**src/rtl/lsu_pipelined_if.sv**
```systemverilog
// rtl/lsu_pipelined_if.sv - core data bus between the LSU (master) and memory (slave)
//
// Purpose: groups the split read/write core-bus channels into one bundle.
// Ports (signals):
//   read address : rd_addr, rd_size, rd_addr_valid, rd_addr_ready
//   read data    : rd_data, rd_resp, rd_valid, rd_ready
//   write address: wr_addr, wr_size, wr_addr_valid, wr_addr_ready
//   write data   : wr_data, wr_strobe, wr_data_valid, wr_data_ready
//   write resp   : wr_resp_error, wr_resp_valid, wr_resp_ready
// Encodings: size 2 = CB_WORD; resp 0 = CB_OKAY, 2 = CB_SLVERR.
interface lsu_pipelined_if;
   logic [31:0] rd_addr;
   logic [1:0]  rd_size;
   logic        rd_addr_valid;
   logic        rd_addr_ready;
   logic [31:0] rd_data;
   logic [1:0]  rd_resp;
   logic        rd_valid;
   logic        rd_ready;

   logic [31:0] wr_addr;
   logic [1:0]  wr_size;
   logic        wr_addr_valid;
   logic        wr_addr_ready;
   logic [31:0] wr_data;
   logic [3:0]  wr_strobe;
   logic        wr_data_valid;
   logic        wr_data_ready;
   logic [1:0]  wr_resp_error;
   logic        wr_resp_valid;
   logic        wr_resp_ready;

   modport master (
      output rd_addr, rd_size, rd_addr_valid, rd_ready,
      input  rd_addr_ready, rd_data, rd_resp, rd_valid,
      output wr_addr, wr_size, wr_addr_valid, wr_data, wr_strobe, wr_data_valid, wr_resp_ready,
      input  wr_addr_ready, wr_data_ready, wr_resp_error, wr_resp_valid
   );

   modport slave (
      input  rd_addr, rd_size, rd_addr_valid, rd_ready,
      output rd_addr_ready, rd_data, rd_resp, rd_valid,
      input  wr_addr, wr_size, wr_addr_valid, wr_data, wr_strobe, wr_data_valid, wr_resp_ready,
      output wr_addr_ready, wr_data_ready, wr_resp_error, wr_resp_valid
   );
endinterface

```
**src/rtl/lsu_pipelined.sv**
```systemverilog
// rtl/lsu_pipelined.sv - pipelined in-order load/store unit with pending queue
//
// Purpose: accepts up to MAX_OUTSTANDING in-order loads/stores from EXE, issues
// them on the core bus, retires them in order with formatted load data, and
// traps misaligned or bus-faulted accesses.
// Ports:
//   clk, rst           clock, synchronous active-high reset
//   lsu_op_typ..rd_addr request from EXE (op 0=none 1=load 2=store; width is
//                      funct3: 0=B 1=H 2=W 4=BU 5=HU), held while lsu_bp=1
//   lsu_bp             back-pressure to EXE
//   wb_*               retiring operation (valid for one cycle per retire)
//   lsu_data           formatted load data, 0 when the retiring op is not a load
//   bus                core-bus master
//   trap_ld_*/trap_st_* load/store fault or misalign, mtval = access address
module lsu_pipelined #(
   parameter int MAX_OUTSTANDING  = 2,
   parameter int SUPPORT_WR_RESP  = 1,
   parameter int SUPPORT_MISALIGN = 1
) (
   input  logic        clk,
   input  logic        rst,
   input  logic [1:0]  lsu_op_typ,
   input  logic [2:0]  lsu_width,
   input  logic [31:0] lsu_addr,
   input  logic [31:0] lsu_wdata,
   input  logic [4:0]  lsu_rd_addr,
   output logic        lsu_bp,
   output logic        wb_valid,
   output logic [1:0]  wb_op_typ,
   output logic [2:0]  wb_width,
   output logic [31:0] wb_addr,
   output logic [31:0] wb_wdata,
   output logic [4:0]  wb_rd_addr,
   output logic [31:0] lsu_data,
   lsu_pipelined_if.master bus,
   output logic        trap_ld_active,
   output logic [31:0] trap_ld_mtval,
   output logic        trap_st_active,
   output logic [31:0] trap_st_mtval
);
   localparam int DEPTH = MAX_OUTSTANDING;
   localparam int IW    = (DEPTH > 1) ? $clog2(DEPTH) : 1;
   localparam int CW    = $clog2(DEPTH) + 1;
   localparam int SLOTS = 1 << IW;

   typedef struct packed {
      logic        is_store;
      logic [2:0]  width;
      logic [31:0] addr;
      logic [31:0] wdata;
      logic [4:0]  rd_addr;
      logic        aligned;
   } entry_t;

   entry_t            q [SLOTS];
   logic [SLOTS-1:0]  sent;
   logic [CW-1:0]     wr_ptr, rd_ptr, count;
   logic              lock_ld, lock_st;
   logic [31:0]       lock_addr;

   logic [IW-1:0]     wr_idx, rd_idx, data_idx, scan_idx;
   logic              data_found, data_hs, head_data_hs;
   logic              req_ld, req_st, misal, full, conflict, can_try, accept, retire;
   entry_t            head;
   entry_t            dent;
   logic [3:0]        st_mask;
   logic [31:0]       rd_shift;

   function automatic logic [CW-1:0] ptr_inc(input logic [CW-1:0] p);
      return (p == CW'(DEPTH - 1)) ? '0 : p + CW'(1);
   endfunction

   assign wr_idx = wr_ptr[IW-1:0];
   assign rd_idx = rd_ptr[IW-1:0];
   assign head   = q[rd_idx];

   assign req_ld = (lsu_op_typ == 2'd1);
   assign req_st = (lsu_op_typ == 2'd2);
   assign misal  = (SUPPORT_MISALIGN != 0) &&
                   (((lsu_width[1:0] == 2'b01) && lsu_addr[0]) ||
                    ((lsu_width[1:0] == 2'b10) && (lsu_addr[1:0] != 2'b00)));
   assign full   = (count == CW'(DEPTH));
   // Conflict rule keeps the queue single-typed, so checking the head suffices.
   assign conflict = (count != '0) && (head.is_store != req_st);
   assign can_try  = !rst && (req_ld || req_st) && !full && !conflict;

   // Address channels; the lock keeps a raised valid and its address stable.
   assign bus.rd_addr_valid = !rst && (lock_ld || (can_try && req_ld && !misal));
   assign bus.wr_addr_valid = !rst && (lock_st || (can_try && req_st && !misal));
   assign bus.rd_addr       = lock_ld ? lock_addr : {lsu_addr[31:2], 2'b00};
   assign bus.wr_addr       = lock_st ? lock_addr : {lsu_addr[31:2], 2'b00};
   assign bus.rd_size       = 2'd2;
   assign bus.wr_size       = 2'd2;
   assign bus.rd_ready      = 1'b1;
   assign bus.wr_resp_ready = 1'b1;

   assign accept = can_try &&
                   (misal ||
                    (req_ld && bus.rd_addr_valid && bus.rd_addr_ready) ||
                    (req_st && bus.wr_addr_valid && bus.wr_addr_ready));
   assign lsu_bp = !rst && (req_ld || req_st) && !accept;

   // Oldest queued aligned store whose data beat has not been sent yet.
   always_comb begin
      data_found = 1'b0;
      data_idx   = '0;
      scan_idx   = '0;
      for (int i = 0; i < DEPTH; i++) begin
         scan_idx = rd_idx + IW'(i);
         if (!data_found && (CW'(i) < count) && q[scan_idx].is_store &&
             q[scan_idx].aligned && !sent[scan_idx]) begin
            data_found = 1'b1;
            data_idx   = scan_idx;
         end
      end
   end

   assign dent    = q[data_idx];
   assign st_mask = (dent.width[1:0] == 2'b00) ? 4'b0001 :
                    (dent.width[1:0] == 2'b01) ? 4'b0011 : 4'b1111;
   assign bus.wr_strobe     = st_mask << dent.addr[1:0];
   assign bus.wr_data       = (dent.wdata << {dent.addr[1:0], 3'b000}) &
                              {{8{bus.wr_strobe[3]}}, {8{bus.wr_strobe[2]}},
                               {8{bus.wr_strobe[1]}}, {8{bus.wr_strobe[0]}}};
   assign bus.wr_data_valid = !rst && data_found;
   assign data_hs           = bus.wr_data_valid && bus.wr_data_ready;
   assign head_data_hs      = data_hs && (data_idx == rd_idx);

   // Retire from the head only; misaligned entries retire as soon as they lead.
   always_comb begin
      retire = 1'b0;
      if (!rst && (count != '0)) begin
         if (!head.aligned)
            retire = 1'b1;
         else if (!head.is_store)
            retire = bus.rd_valid;
         else
            retire = (SUPPORT_WR_RESP != 0) ? bus.wr_resp_valid : head_data_hs;
      end
   end

   assign rd_shift = bus.rd_data >> {head.addr[1:0], 3'b000};
   always_comb begin
      lsu_data = '0;
      if (retire && !head.is_store && head.aligned) begin
         case (head.width)
            3'd0:    lsu_data = {{24{rd_shift[7]}}, rd_shift[7:0]};
            3'd1:    lsu_data = {{16{rd_shift[15]}}, rd_shift[15:0]};
            3'd4:    lsu_data = {24'd0, rd_shift[7:0]};
            3'd5:    lsu_data = {16'd0, rd_shift[15:0]};
            default: lsu_data = rd_shift;
         endcase
      end
   end

   assign wb_valid   = retire;
   assign wb_op_typ  = retire ? (head.is_store ? 2'd2 : 2'd1) : 2'd0;
   assign wb_width   = retire ? head.width   : 3'd0;
   assign wb_addr    = retire ? head.addr    : 32'd0;
   assign wb_wdata   = retire ? head.wdata   : 32'd0;
   assign wb_rd_addr = retire ? head.rd_addr : 5'd0;

   assign trap_ld_active = retire && !head.is_store &&
                           (!head.aligned || (bus.rd_resp != 2'd0));
   assign trap_st_active = retire && head.is_store &&
                           (!head.aligned ||
                            ((SUPPORT_WR_RESP != 0) && (bus.wr_resp_error != 2'd0)));
   assign trap_ld_mtval  = trap_ld_active ? head.addr : 32'd0;
   assign trap_st_mtval  = trap_st_active ? head.addr : 32'd0;

   always_ff @(posedge clk) begin
      if (rst) begin
         wr_ptr    <= '0;
         rd_ptr    <= '0;
         count     <= '0;
         lock_ld   <= 1'b0;
         lock_st   <= 1'b0;
         lock_addr <= '0;
      end else begin
         if (accept) begin
            q[wr_idx]    <= '{is_store: req_st, width: lsu_width, addr: lsu_addr,
                              wdata: lsu_wdata, rd_addr: lsu_rd_addr, aligned: !misal};
            sent[wr_idx] <= 1'b0;
            wr_ptr       <= ptr_inc(wr_ptr);
         end
         if (data_hs)
            sent[data_idx] <= 1'b1;
         if (retire)
            rd_ptr <= ptr_inc(rd_ptr);
         count <= count + CW'(accept) - CW'(retire);

         if (bus.rd_addr_valid && !bus.rd_addr_ready) begin
            lock_ld   <= 1'b1;
            lock_addr <= bus.rd_addr;
         end else if (bus.rd_addr_ready) begin
            lock_ld <= 1'b0;
         end
         if (bus.wr_addr_valid && !bus.wr_addr_ready) begin
            lock_st   <= 1'b1;
            lock_addr <= bus.wr_addr;
         end else if (bus.wr_addr_ready) begin
            lock_st <= 1'b0;
         end
      end
   end
endmodule

```
**src/flat_wrapper.sv**
```systemverilog
// flat-port wrapper written by rule: the top's interface ports become plain ports
module lsu_pipelined_flat 
#(
   parameter int MAX_OUTSTANDING  = 2,
   parameter int SUPPORT_WR_RESP  = 1,
   parameter int SUPPORT_MISALIGN = 1
)
  (clk, rst, lsu_op_typ, lsu_width, lsu_addr, lsu_wdata, lsu_rd_addr, lsu_bp, wb_valid, wb_op_typ, wb_width, wb_addr, wb_wdata, wb_rd_addr, lsu_data, trap_ld_active, trap_ld_mtval, trap_st_active, trap_st_mtval, bus_rd_addr, bus_rd_size, bus_rd_addr_valid, bus_rd_ready, bus_rd_addr_ready, bus_rd_data, bus_rd_resp, bus_rd_valid, bus_wr_addr, bus_wr_size, bus_wr_addr_valid, bus_wr_data, bus_wr_strobe, bus_wr_data_valid, bus_wr_resp_ready, bus_wr_addr_ready, bus_wr_data_ready, bus_wr_resp_error, bus_wr_resp_valid);
  lsu_pipelined_if bus_i ();
  input  logic clk;
  input  logic rst;
  input  logic [1:0] lsu_op_typ;
  input  logic [2:0] lsu_width;
  input  logic [31:0] lsu_addr;
  input  logic [31:0] lsu_wdata;
  input  logic [4:0] lsu_rd_addr;
  output logic lsu_bp;
  output logic wb_valid;
  output logic [1:0] wb_op_typ;
  output logic [2:0] wb_width;
  output logic [31:0] wb_addr;
  output logic [31:0] wb_wdata;
  output logic [4:0] wb_rd_addr;
  output logic [31:0] lsu_data;
  output logic trap_ld_active;
  output logic [31:0] trap_ld_mtval;
  output logic trap_st_active;
  output logic [31:0] trap_st_mtval;
  output wire logic [$bits(bus_i.rd_addr)-1:0] bus_rd_addr;
  output wire logic [$bits(bus_i.rd_size)-1:0] bus_rd_size;
  output wire logic [$bits(bus_i.rd_addr_valid)-1:0] bus_rd_addr_valid;
  output wire logic [$bits(bus_i.rd_ready)-1:0] bus_rd_ready;
  input wire logic [$bits(bus_i.rd_addr_ready)-1:0] bus_rd_addr_ready;
  input wire logic [$bits(bus_i.rd_data)-1:0] bus_rd_data;
  input wire logic [$bits(bus_i.rd_resp)-1:0] bus_rd_resp;
  input wire logic [$bits(bus_i.rd_valid)-1:0] bus_rd_valid;
  output wire logic [$bits(bus_i.wr_addr)-1:0] bus_wr_addr;
  output wire logic [$bits(bus_i.wr_size)-1:0] bus_wr_size;
  output wire logic [$bits(bus_i.wr_addr_valid)-1:0] bus_wr_addr_valid;
  output wire logic [$bits(bus_i.wr_data)-1:0] bus_wr_data;
  output wire logic [$bits(bus_i.wr_strobe)-1:0] bus_wr_strobe;
  output wire logic [$bits(bus_i.wr_data_valid)-1:0] bus_wr_data_valid;
  output wire logic [$bits(bus_i.wr_resp_ready)-1:0] bus_wr_resp_ready;
  input wire logic [$bits(bus_i.wr_addr_ready)-1:0] bus_wr_addr_ready;
  input wire logic [$bits(bus_i.wr_data_ready)-1:0] bus_wr_data_ready;
  input wire logic [$bits(bus_i.wr_resp_error)-1:0] bus_wr_resp_error;
  input wire logic [$bits(bus_i.wr_resp_valid)-1:0] bus_wr_resp_valid;
  assign bus_rd_addr = bus_i.rd_addr;
  assign bus_rd_size = bus_i.rd_size;
  assign bus_rd_addr_valid = bus_i.rd_addr_valid;
  assign bus_rd_ready = bus_i.rd_ready;
  assign bus_i.rd_addr_ready = bus_rd_addr_ready;
  assign bus_i.rd_data = bus_rd_data;
  assign bus_i.rd_resp = bus_rd_resp;
  assign bus_i.rd_valid = bus_rd_valid;
  assign bus_wr_addr = bus_i.wr_addr;
  assign bus_wr_size = bus_i.wr_size;
  assign bus_wr_addr_valid = bus_i.wr_addr_valid;
  assign bus_wr_data = bus_i.wr_data;
  assign bus_wr_strobe = bus_i.wr_strobe;
  assign bus_wr_data_valid = bus_i.wr_data_valid;
  assign bus_wr_resp_ready = bus_i.wr_resp_ready;
  assign bus_i.wr_addr_ready = bus_wr_addr_ready;
  assign bus_i.wr_data_ready = bus_wr_data_ready;
  assign bus_i.wr_resp_error = bus_wr_resp_error;
  assign bus_i.wr_resp_valid = bus_wr_resp_valid;
  lsu_pipelined #(.MAX_OUTSTANDING(MAX_OUTSTANDING), .SUPPORT_WR_RESP(SUPPORT_WR_RESP), .SUPPORT_MISALIGN(SUPPORT_MISALIGN)) u_core (.clk(clk), .rst(rst), .lsu_op_typ(lsu_op_typ), .lsu_width(lsu_width), .lsu_addr(lsu_addr), .lsu_wdata(lsu_wdata), .lsu_rd_addr(lsu_rd_addr), .lsu_bp(lsu_bp), .wb_valid(wb_valid), .wb_op_typ(wb_op_typ), .wb_width(wb_width), .wb_addr(wb_addr), .wb_wdata(wb_wdata), .wb_rd_addr(wb_rd_addr), .lsu_data(lsu_data), .bus(bus_i), .trap_ld_active(trap_ld_active), .trap_ld_mtval(trap_ld_mtval), .trap_st_active(trap_st_active), .trap_st_mtval(trap_st_mtval));
endmodule
```
**config.mk**
```make
export PLATFORM = sky130hd
export DESIGN_NAME = lsu_pipelined_flat
export DESIGN_NICKNAME = d
export VERILOG_FILES = /design/src/rtl/lsu_pipelined_if.sv /design/src/rtl/lsu_pipelined.sv /design/src/flat_wrapper.sv
export SDC_FILE = /design/constraint.sdc
export NUM_CORES = 1
export LEC_CHECK = 0
export ABC_CLOCK_PERIOD_IN_PS = 5800
export BUFFER_PORTS_ARGS = -buffer_cell sky130_fd_sc_hd__buf_4
export CORE_ASPECT_RATIO = 1.75
export CORE_MARGIN = 3
export CORE_UTILIZATION = 25
export CTS_CLUSTER_SIZE = 20
export DETAILED_ROUTE_END_ITERATION = 12
export GPL_TIMING_DRIVEN = 0
export HOLD_SLACK_MARGIN = 0.02
export REMOVE_ABC_BUFFERS = 1
export SKIP_LAST_GASP = 1
export SYNTH_ARGS = -nofsm -noshare
export SYNTH_HDL_FRONTEND = slang
export SYNTH_SLANG_ARGS = --single-unit
```
**constraint.sdc**
```tcl
create_clock -name clk -period 5.8 [get_ports clk]
set_clock_uncertainty 0.05 [all_clocks]
set_input_delay 0.58 -clock clk [delete_from_list [all_inputs] [get_ports clk]]
set_output_delay 0.58 -clock clk [all_outputs]
set_load 0.01 [all_outputs]
```
-- Word level (Yosys, flattened, before mapping)
Memories as Yosys holds them, arrays and structs flattened. A register that Yosys moved wholly into a read port is not among the register bits.
Index checks and enable logic that the tools add are counted.
- add/sub/neg operators: 5
- magnitude comparators: 8
- equality and inequality tests: 12
- shift operators: 3
- mux-type cells: 45
- bitwise gates (word level): 4
- reduce and logical (&&, ||, !) cells: 66
- operators by type and width (kind ; number):
    32-bit two-way mux ; 9
    32-bit one-hot mux with 4 select lines ; 1
    1-bit logical AND ; 37
    32-bit bitwise AND ; 1
    32-bit by 5-bit left shift with 32-bit output ; 1
    32-bit by 5-bit right shift with 32-bit output ; 1
    1-bit two-way mux ; 22
    2-bit two-way mux ; 7
    2-bit nonzero test ; 7
    1-bit logical NOT ; 12
    2-bit by 1-bit equality test with 1-bit output (second input constant) ; 5
    1-bit logical OR ; 8
    1-bit by 2-bit < comparator with 1-bit output (second input constant) ; 4
    4-bit two-way mux ; 2
    2-bit equality test (second input constant) ; 3
    3-bit equality test (second input constant) ; 2
    5-bit two-way mux ; 1
    2-bit by 1-bit adder with 2-bit output (second input constant) ; 2
    1-bit by 2-bit < comparator with 1-bit output (first input constant) ; 2
    4-bit by 2-bit left shift with 4-bit output ; 1
    3-bit by 1-bit equality test with 1-bit output (second input constant) ; 1
    3-bit logical NOT ; 1
    3-bit two-way mux ; 1
    2-bit by 1-bit adder with 2-bit output ; 1
    9 further kinds ; 11
- register bits after elaboration: 42
- memory bits (writable): 148
- input port bits: 117
- output and inout bits: 283
- memories: 1
- memory list (name ; words ; bits a word ; read ports ; clocked after Yosys merged registers in ; write ports ; line ; source):
    u_core.q ; 2 ; 74 ; 3 ; 1 ; 1 ; lsu_pipelined.sv:55 ; entry_t q [SLOTS];

-- Logic depth before layout (Yosys ltp)
Gate-level depths: netlist (run 1).
- depth in word-level cells: 18
- depth in mapped cells: 11

-- Worst setup path after synthesis (run 1)
Ideal clock, no wire load.
- kind: input -> register
- start: input lsu_op_typ[0]
- end: memory u_core.q[0][0] (netlist name) (enable)
- arrival time: 5.135 ns
- slack: 0.100 ns
- stages on the path: 8
- path buffers: 1
- cells stage by stage: inv_1 -> ha_1 -> inv_1 -> a2111oi_0 -> a311oi_1 -> nor2b_1 -> buf_2 -> nor2b_1
- longest elaborated chain between the ends: 17
- elaborated cells between the ends (all ways): 27
- RTL lines (item ; line ; source):
    start, declared ; flat_wrapper.sv:12 ; input logic [1:0] lsu_op_typ;
    2-bit equality test * ; lsu_pipelined.sv:78 ; assign req_st = (lsu_op_typ == 2'd2);
    net u_core.req_st ; lsu_pipelined.sv:63 ; logic req_ld, req_st, misal, full, conflict, can_try, accept, retire;
    1-bit inequality test or 1-bit logical OR (tied branches) ; lsu_pipelined.sv:84, lsu_pipelined.sv:85 ;
    1-bit logical AND (on tied branches) ; lsu_pipelined.sv:84, lsu_pipelined.sv:85 ;
    1-bit logical NOT or 1-bit logical AND (tied branches) ; lsu_pipelined.sv:85 ; assign can_try = !rst && (req_ld || req_st) && !full && !conflict;
    1-bit logical AND ; lsu_pipelined.sv:85 ;
    1-bit logical AND (2 in series) ; lsu_pipelined.sv:88 ; assign bus.rd_addr_valid = !rst && (lock_ld || (can_try && req_ld && !misal));
    1-bit logical OR ; lsu_pipelined.sv:88 ;
    1-bit logical AND ; lsu_pipelined.sv:88 ;
    1-bit logical AND (2 in series) ; lsu_pipelined.sv:99 ; (req_ld && bus.rd_addr_valid && bus.rd_addr_ready) ||
    1-bit logical OR ; lsu_pipelined.sv:98 ; (misal ||
    1-bit logical OR ; lsu_pipelined.sv:99 ;
    1-bit logical AND * ; lsu_pipelined.sv:97 ; assign accept = can_try &&
    1-bit two-way mux * ; lsu_pipelined.sv:180 ; if (accept) begin
    1-bit two-way mux * ; lsu_pipelined.sv:172 ; if (rst) begin
    1-bit two-way mux (not written as such) * ; lsu_pipelined.sv:181 ; q[wr_idx] <= '{is_store: req_st, width: lsu_width, addr: lsu_addr,
    end, declared ; lsu_pipelined.sv:55 ;
Mark *: on every way through the listed nets, which the timed path passes. The rest lies on a longest branch.

==> results.cfg, run 1 <==
[status]
status = finished clean

[synth]
yosys-top-cells-count = nor2_1 (165), edfxtp_1 (150), mux2i_1 (127), nand2_1 (122), mux2_2 (66)
syn_area_per_cell_um2 = 10.8
yosys_register_bits = 189
synthFlopType = edfxtp_1
synthCells = 1011
ys_async_sr_fraction_pct = 0
yosysTopAreaCellShare_pct = 41.4
synth.area.top_cells = edfxtp_1 (41%), mux2i_1 (12%), dfxtp_1 (7.2%)
syn_area_um2 = 10900
synth-edff-count = 150
synth-seq-area-share_pct = 48.5
synth.most_common_cell = nor2_1
yosys_warnings = 0
synth_top_area_cell = edfxtp_1
synth_cell_type_count = 58

[place]
placed_cells = 1912
io_buffers = 393
gp_congestion = 0.799
dp_hpwl_mm = 29.2

[route]
antenna_left = 0
route.detailed.drc = 0
routedWlPerCell_um = 19.7
dr.first_iter.drc_count = 494
drt_pre_antenna_iters = 5
drt-total-wl_mm = 38.3
via_per_inst = 4.68
vias = 9098

[sta]
fmax_ghz = 0.186
timing_hold_violations_final = 0
hold_slack_ns = 0.252
rsz0062_at_grt = no
finalMaxSlewViolations = 0
slew_headroom_pct = 10.2
tightest_slew_ns = 1.31
setup_viol = 0
post-route-period-util_pct = 92.8
min_period_ns = 5.38

[floorplanning]
ios = 400
core_um2 = 42800
dieArea_um2 = 46200
start_util_pct = 25.5
rows = 100
die_y_um = 282
dieWidth_um = 164

[cts]
hold_buffers = 0
clk-insertion-delay-late_ns = 0.44
clk_pin_slew_worst_paths_ns = 0.07
clockBufferDepth = 2
postCtsSetupBuffers = 0
h-tree-depth = 4
cts_buffers = 17
cts_tree = yes
cts_root_buf = clkbuf_16
clkSinkCount = 189
cts_resized = 0

[final_layout]
final_cell_count_no_fill = 1945
multi_input_area_um2 = 5230
nets = 1491
regArea_um2 = 5290
fill_cells = 4295
layout-drive-gt1-share_pct = 39.8
area.growth.synth_to_final_pct = 39.8

[setup_path]
path_max_fanout = 18
crit_slowest_cell = edfxtp_1
crit_path_end_kind = output port
critical_path.max_stage_delay_ns = 0.97
critical_path_class = reg2out
arrival_ns = 4.75
path_cells = clkinv_1 -> o21ai_1 -> o2bb2ai_1 -> a32oi_1 -> o21ai_0 -> buf_4
worstPathRequired_ns = 5.17
worst-path-buf-inv = 2
cp-start-kind = flop
critical-path-top-delay-family = compound AO/OA/AOI/OAI gates
ff2ff_setup_slack_ns = 1.37

[grt]
grt_pass1_wl_mm = 55.1
grt_usage_pct = 15.8
grt_remaining_overflow = 0
grt_max_degree = 48
antenna_found_initial = 2
grt_pass1_vias = 9271

[run]
cap_violations = 0

[hold_path]
min_path_type = in2reg

[pwr]
p_leak_nw = 6.25
powerDensity_nw_per_um2 = 244
ir_worst_vdd_mv = 0.190
power.total_mw = 3.71
## path summary, 6_finish.rpt
| check | end | cells past startpoint | startpoint |
|---|---|---|---|
| min | u_core.lock_ld | 2 | bus_rd_addr_ready |
| min reg2reg | u_core.lock_addr[1] | 1 | u_core.lock_addr[1] |
| max | lsu_data[23] | 6 | u_core.q[0][39] |
| max reg2reg | u_core.q[0][1] | 8 | flop |
## placed cells by master, fill, tap and decap left out, drive strengths merged, types with 9 or more instances in the layout
cell type  Yosys  routed
inv           21      29
nand2        122     122
nor2         165     165
o21ai         11      11
mux2          97      97
a21oi         29      29
nor3          22      22
clkbuf        33      19
mux2i        132     132
dfxtp         39      39
nor2b         43      43
a211oi        20      20
buf           40     409
edfxtp       150     150
o2bb2ai        9       9
## worst reg2reg max path, cell delays in order, from the launching register on
cell,delay [ns]
dfxtp_4,0.83
mux2i_1,0.59
xnor2_1,0.15
a2111oi_2,0.63
nor2b_1,0.57
nor2b_4,0.65
buf_16,0.24
buf_16,0.18
buf_12,0.21
## metrics by stage
stage,instance area [µm²],setup WS [ns],setup TNS (ns),util [%]
after floorplan,10500,-2.46,-303.00,-
after global placement,14200,-7.30,-1548.82,33.2
after detailed placement,14600,0.917,0,34.2
after CTS,15200,0.411,0,35.6
after global routing,15200,0.113,0,35.6
final,15200,0.420,0,35.6
## registers in the layout, indices dropped and copies added (netlist names), named ones only
name              cells
u_core.count          2
u_core.lock_addr     32
u_core.lock_ld        1
u_core.lock_st        1
u_core.q            148
u_core.rd_ptr         1
u_core.sent           2
u_core.wr_ptr         1
## where the power goes
part	internal [mW]	leakage [nW]	switching, mW	total [mW]
Clock	0.613	0.299	0.580	1.19
Combinational	0.433	4.28	0.506	0.940
Sequential	1.52	1.67	0.0650	1.58
## layer usage
metal	global-route usage, %	vias to the layer above	wire, µm	share of wire (%)
met5	0	-	20	0.052
met4	6.08	2	1100	2.9
met3	3.25	51	2270	5.9
met2	31.1	346	21500	56
met1	15.9	4376	13500	35
li1	-	4323	-	-
## logic make-up (layout without fill, tap and decap cells)
| group | Yosys count | in the layout | synth area share [%] |
|---|---|---|---|
| AO/OA/AOI/OAI | 101 | 101 | 6.47 |
| XOR/XNOR | 5 | 5 | 0.402 |
| adder cells (fa/ha/maj) | 4 | 4 | 0.459 |
| buffers and inverters | 96 | 464 | 4.23 |
| flip-flops | 189 | 189 | 48.5 |
| multiplexers | 237 | 237 | 24.3 |
| other | 2 | 7 | 0.0689 |
| AND/OR/NAND/NOR | 377 | 377 | 15.5 |
## layout make-up
type | instances | area share [%]
timing repair buffer | 409 | 21.8
antenna | 1 | 0.0164
inverter | 23 | 0.567
sequential | 189 | 34.7
tap | 561 | 4.61
clock buffer | 19 | 3.05
multi-input combinational | 730 | 34.3
clock inverter | 13 | 0.928
Power figures use the tool's default switching activity.
==> run 2, diff against run 1 <==
==> constraint.sdc (replaced) <==
create_clock -name clk -period 5.8 [get_ports clk]
set_clock_uncertainty 0.05 [all_clocks]
set_input_delay 0.87 -clock clk [delete_from_list [all_inputs] [get_ports clk]]
set_output_delay 0.87 -clock clk [all_outputs]
set_load 0.01 [all_outputs]
==> results.cfg, run 2 (synthesis results as in run 1) <==
[setup_path]
path_max_fanout = 18
arrival_ns = 4.50
crit_path_end_kind = output port
critical_path_class = reg2out
crit_slowest_cell = edfxtp_1
worstPathRequired_ns = 4.88
path_cells = clkinv_1 -> o21ai_2 -> o2bb2ai_1 -> a32oi_1 -> o21ai_0 -> buf_4
cp-start-kind = flop
critical_path.max_stage_delay_ns = 0.96

[cts]
cts_resized = 0
clk_pin_slew_worst_paths_ns = 0.08
hold_buffers = 0
cts_tree = yes
h-tree-depth = 4
cts_root_buf = clkbuf_16
cts_buffers = 17
clkSinkCount = 189
clockBufferDepth = 2
clk-insertion-delay-late_ns = 0.44
postCtsSetupBuffers = 0

[route]
antenna_left = 0
route.detailed.drc = 0
drt_pre_antenna_iters = 8
vias = 9136
via_per_inst = 4.70
dr.first_iter.drc_count = 451
routedWlPerCell_um = 19.7
drt-total-wl_mm = 38.3

[floorplanning]
ios = 400
rows = 100
die_y_um = 282
start_util_pct = 25.5
core_um2 = 42800
dieWidth_um = 164
dieArea_um2 = 46200

[run]
cap_violations = 0

[grt]
grt_usage_pct = 15.8
grt_remaining_overflow = 0
antenna_found_initial = 2
grt_pass1_vias = 9271
grt_max_degree = 48
grt_pass1_wl_mm = 55.1

[pwr]
power.total_mw = 3.71
p_leak_nw = 6.25
ir_worst_vdd_mv = 0.189
powerDensity_nw_per_um2 = 244

[sta]
timing_hold_violations_final = 0
fmax_ghz = 0.185
slew_headroom_pct = 8.90
finalMaxSlewViolations = 0
post-route-period-util_pct = 93.4
setup_viol = 0
min_period_ns = 5.42
rsz0062_at_grt = no
tightest_slew_ns = 1.33

[place]
gp_congestion = 0.799
io_buffers = 393
dp_hpwl_mm = 29.2
place_area_um2 = 14600

[final_layout]
design_area_um2 = 15200
largest_register_ffs = 148
fill_cells = 4297
regArea_um2 = 5290
reg_top3 = u_core.q: 148 flops, u_core.lock_addr: 32 flops
final_cell_mix = buf_4 (393), nor2_1 (165), edfxtp_1 (150), mux2i_1 (126), nand2_1 (122)
multi_input_area_um2 = 5230
largest_register = u_core.q
area.growth.synth_to_final_pct = 39.9
nets = 1491
layout_commonest_cell = buf_4
layout-drive-gt1-share_pct = 39.9

[status]
status = finished clean

[hold_path]
min_path_type = reg2reg
-- run 2: worst max-delay path, delay by kind of cell (launching register included) --
kind,cells,cell delay [ns]
AO/OA/AOI/OAI,4,1.97
buffers and inverters,2,1.10
flip-flops,1,0.96
-- run 2: per-layer routing --
layer | vias to the layer above | track usage [%] | wire, µm
li1 | 4321 | - | -
met5 | - | 0 | 20
met4 | 2 | 6.08 | 1150
met1 | 4404 | 15.9 | 13500
met2 | 352 | 31.1 | 21400
met3 | 57 | 3.25 | 2280
-- run 2: area by class of cell --
type | instances | share of cell area, %
diodes | 1 | 0.0164
inverters | 23 | 0.567
well taps | 561 | 4.61
multi-input cells | 730 | 34.3
flip-flops and latches | 189 | 34.7
repair buffers | 409 | 21.8
clock inverters | 13 | 0.928
clock buffers | 19 | 3.05
-- run 2: path summary, 6_finish.rpt --
path	start	endpoint	slack [ns]	cells after the start
max	u_core.q[0][39]	lsu_data[23]	0.38	6
min	u_core.lock_addr[1]	u_core.lock_addr[1]	0.44	1
max reg2reg	flop	u_core.q[0][1]	1.37	8
min reg2reg	u_core.lock_addr[1]	u_core.lock_addr[1]	0.44	1
-- run 2: stage by stage --
| stage | instances | setup TNS (ns) | worst slack [ns] | hold WS [ns] | util [%] |
|---|---|---|---|---|---|
| after floorplan | 942 | -331.46 | -2.46 | 0.408 | - |
| after global placement | 1896 | -1610.59 | -7.30 | 0.421 | 33.2 |
| after detailed placement | 1912 | 0 | 0.627 | 0.432 | 34.2 |
| after CTS | 1944 | 0 | 0.121 | 0.443 | 35.6 |
| after global routing | 1944 | 0 | 0.112 | 0.456 | 35.6 |
| final | 1945 | 0 | 0.382 | 0.443 | 35.6 |
-- run 2: power breakdown --
part / switching [mW] / leakage [nW] / total [mW] / internal [mW]
Sequential: 0.0649 / 1.67 / 1.58 / 1.52
Combinational: 0.507 / 4.28 / 0.941 / 0.433
Clock: 0.580 / 0.299 / 1.19 / 0.613
Total: 1.15 / 6.25 / 3.71 / 2.56
==> run 3, diff against run 2 <==
- ABC_CLOCK_PERIOD_IN_PS: 5800 -> 5000
- GPL_TIMING_DRIVEN: 0 -> 1
- clock period: 5.8 -> 5 ns (I/O delays scaled with it)
==> results.cfg, run 3 (synthesis results as in run 1) <==
[cts]
clk_pin_slew_worst_paths_ns = 0.07
cts_tree = yes
clkSinkCount = 189
cts_resized = 0
postCtsSetupBuffers = 0
h-tree-depth = 4
cts_root_buf = clkbuf_16
clk-insertion-delay-late_ns = 0.44
hold_buffers = 0
cts_buffers = 17
clockBufferDepth = 2

[place]
dp_hpwl_mm = 28.7
io_buffers = 393
place_area_um2 = 14500
gp_congestion = 0.785

[route]
via_per_inst = 4.70
route.detailed.drc = 0
drt_pre_antenna_iters = 4
dr.first_iter.drc_count = 400
routedWlPerCell_um = 19.5
drt-total-wl_mm = 38.1
vias = 9165
antenna_left = 0

[sta]
tightest_slew_ns = 0.965
setup_viol = 0
rsz0062_at_grt = no
timing_hold_violations_final = 0
min_period_ns = 4.27
post-route-period-util_pct = 85.3
slew_headroom_pct = 35.7
finalMaxSlewViolations = 0
fmax_ghz = 0.234

[setup_path]
cp-start-kind = flop
path_max_fanout = 27
worstPathRequired_ns = 4.20
crit_path_end_kind = output port
arrival_ns = 3.47
critical_path_class = reg2out

[final_layout]
layout_commonest_cell = buf_4
layout-drive-gt1-share_pct = 39.8
area.growth.synth_to_final_pct = 38.0
nets = 1497
final_cell_mix = buf_4 (412), nor2_1 (165), edfxtp_1 (150), mux2i_1 (127), nand2_1 (122)
largest_register_ffs = 148
largest_register = u_core.q
reg_top3 = u_core.q: 148 flops, u_core.lock_addr: 32 flops
fill_cells = 4364
postLayoutCoreUtil_pct = 35.1
design_area_um2 = 15000

[floorplanning]
core_um2 = 42800
die_y_um = 282
start_util_pct = 25.5
rows = 100
dieArea_um2 = 46200
ios = 400
dieWidth_um = 164

[grt]
antenna_found_initial = 1
grt_pass1_wl_mm = 55.4
grt_max_degree = 60
grt_pass1_vias = 9490
grt_remaining_overflow = 0
grt_usage_pct = 15.9

[pwr]
p_leak_nw = 6.17
p_clk_share_pct = 31.7
power.total_mw = 4.24
powerDensity_nw_per_um2 = 282
switchingPower_mw = 1.27
ir_worst_vdd_mv = 0.213
pwr-share-seq_pct = 42.7
p_comb_share_pct = 25.6
switching_share_pct = 29.8
intPower_mw = 2.98

[hold_path]
min_path_type = in2reg

[status]
status = finished clean

[run]
cap_violations = 0
## run 3: critical path, stage by stage (launching register included)
cell and delay [ns]:
dfxtp_1 0.53, mux2_4 0.37, a221oi_4 0.38, mux2_4 0.52
mux2_2 0.54, nor3_1 0.45, buf_4 0.21
## run 3: power by group through the flow
stage               sequential (mW)  clock, mW  combinational, mW
global route                   1.82       1.45               1.18
global placement               1.85          0               1.09
finish                         1.81       1.35               1.09
CTS                            1.81       1.39               1.11
floorplan                      1.88          0              0.559
detailed placement             1.85          0               1.10
## run 3: layer usage
layer	track usage, %	share of wire [%]	up-vias	wire (µm)
met5	0	0	-	0
met4	6.64	3.2	0	1230
met3	3.12	5.4	64	2070
met2	31.2	56	354	21200
met1	16.0	36	4431	13600
li1	-	-	4316	-
## run 3: metrics by stage
step	setup WS [ns]	TNS (ns)	hold WS (ns)	instances
after floorplan	-3.26	-602.89	0.408	942
after global placement	1.16	0	0.423	1918
after detailed placement	1.02	0	0.426	1918
after CTS	0.710	0	0.388	1949
after global routing	0.646	0	0.404	1950
final	0.734	0	0.428	1950
## run 3: worst paths after layout
kind | to | from | slack (ns) | cells after the start
hold / removal | u_core.lock_ld | bus_rd_addr_ready | 0.43 | 2
hold reg to reg | u_core.lock_addr[1] | u_core.lock_addr[1] | 0.44 | 1
setup / recovery | bus_wr_data[29] | u_core.rd_ptr[0] | 0.73 | 6
setup reg to reg | u_core.q[1][48] | flop | 1.32 | 6
## run 3: area by class of cell
class / instances / area [µm²] / share of cell area [%]
inverter: 23 / 86.3 / 0.574
clock buffer: 19 / 433 / 2.88
multi-input combinational: 730 / 5230 / 34.8
clock inverter: 12 / 135 / 0.899
timing repair buffer: 415 / 3150 / 21.0
sequential: 189 / 5290 / 35.2
tap: 561 / 702 / 4.67
antenna: 1 / 2.50 / 0.0167
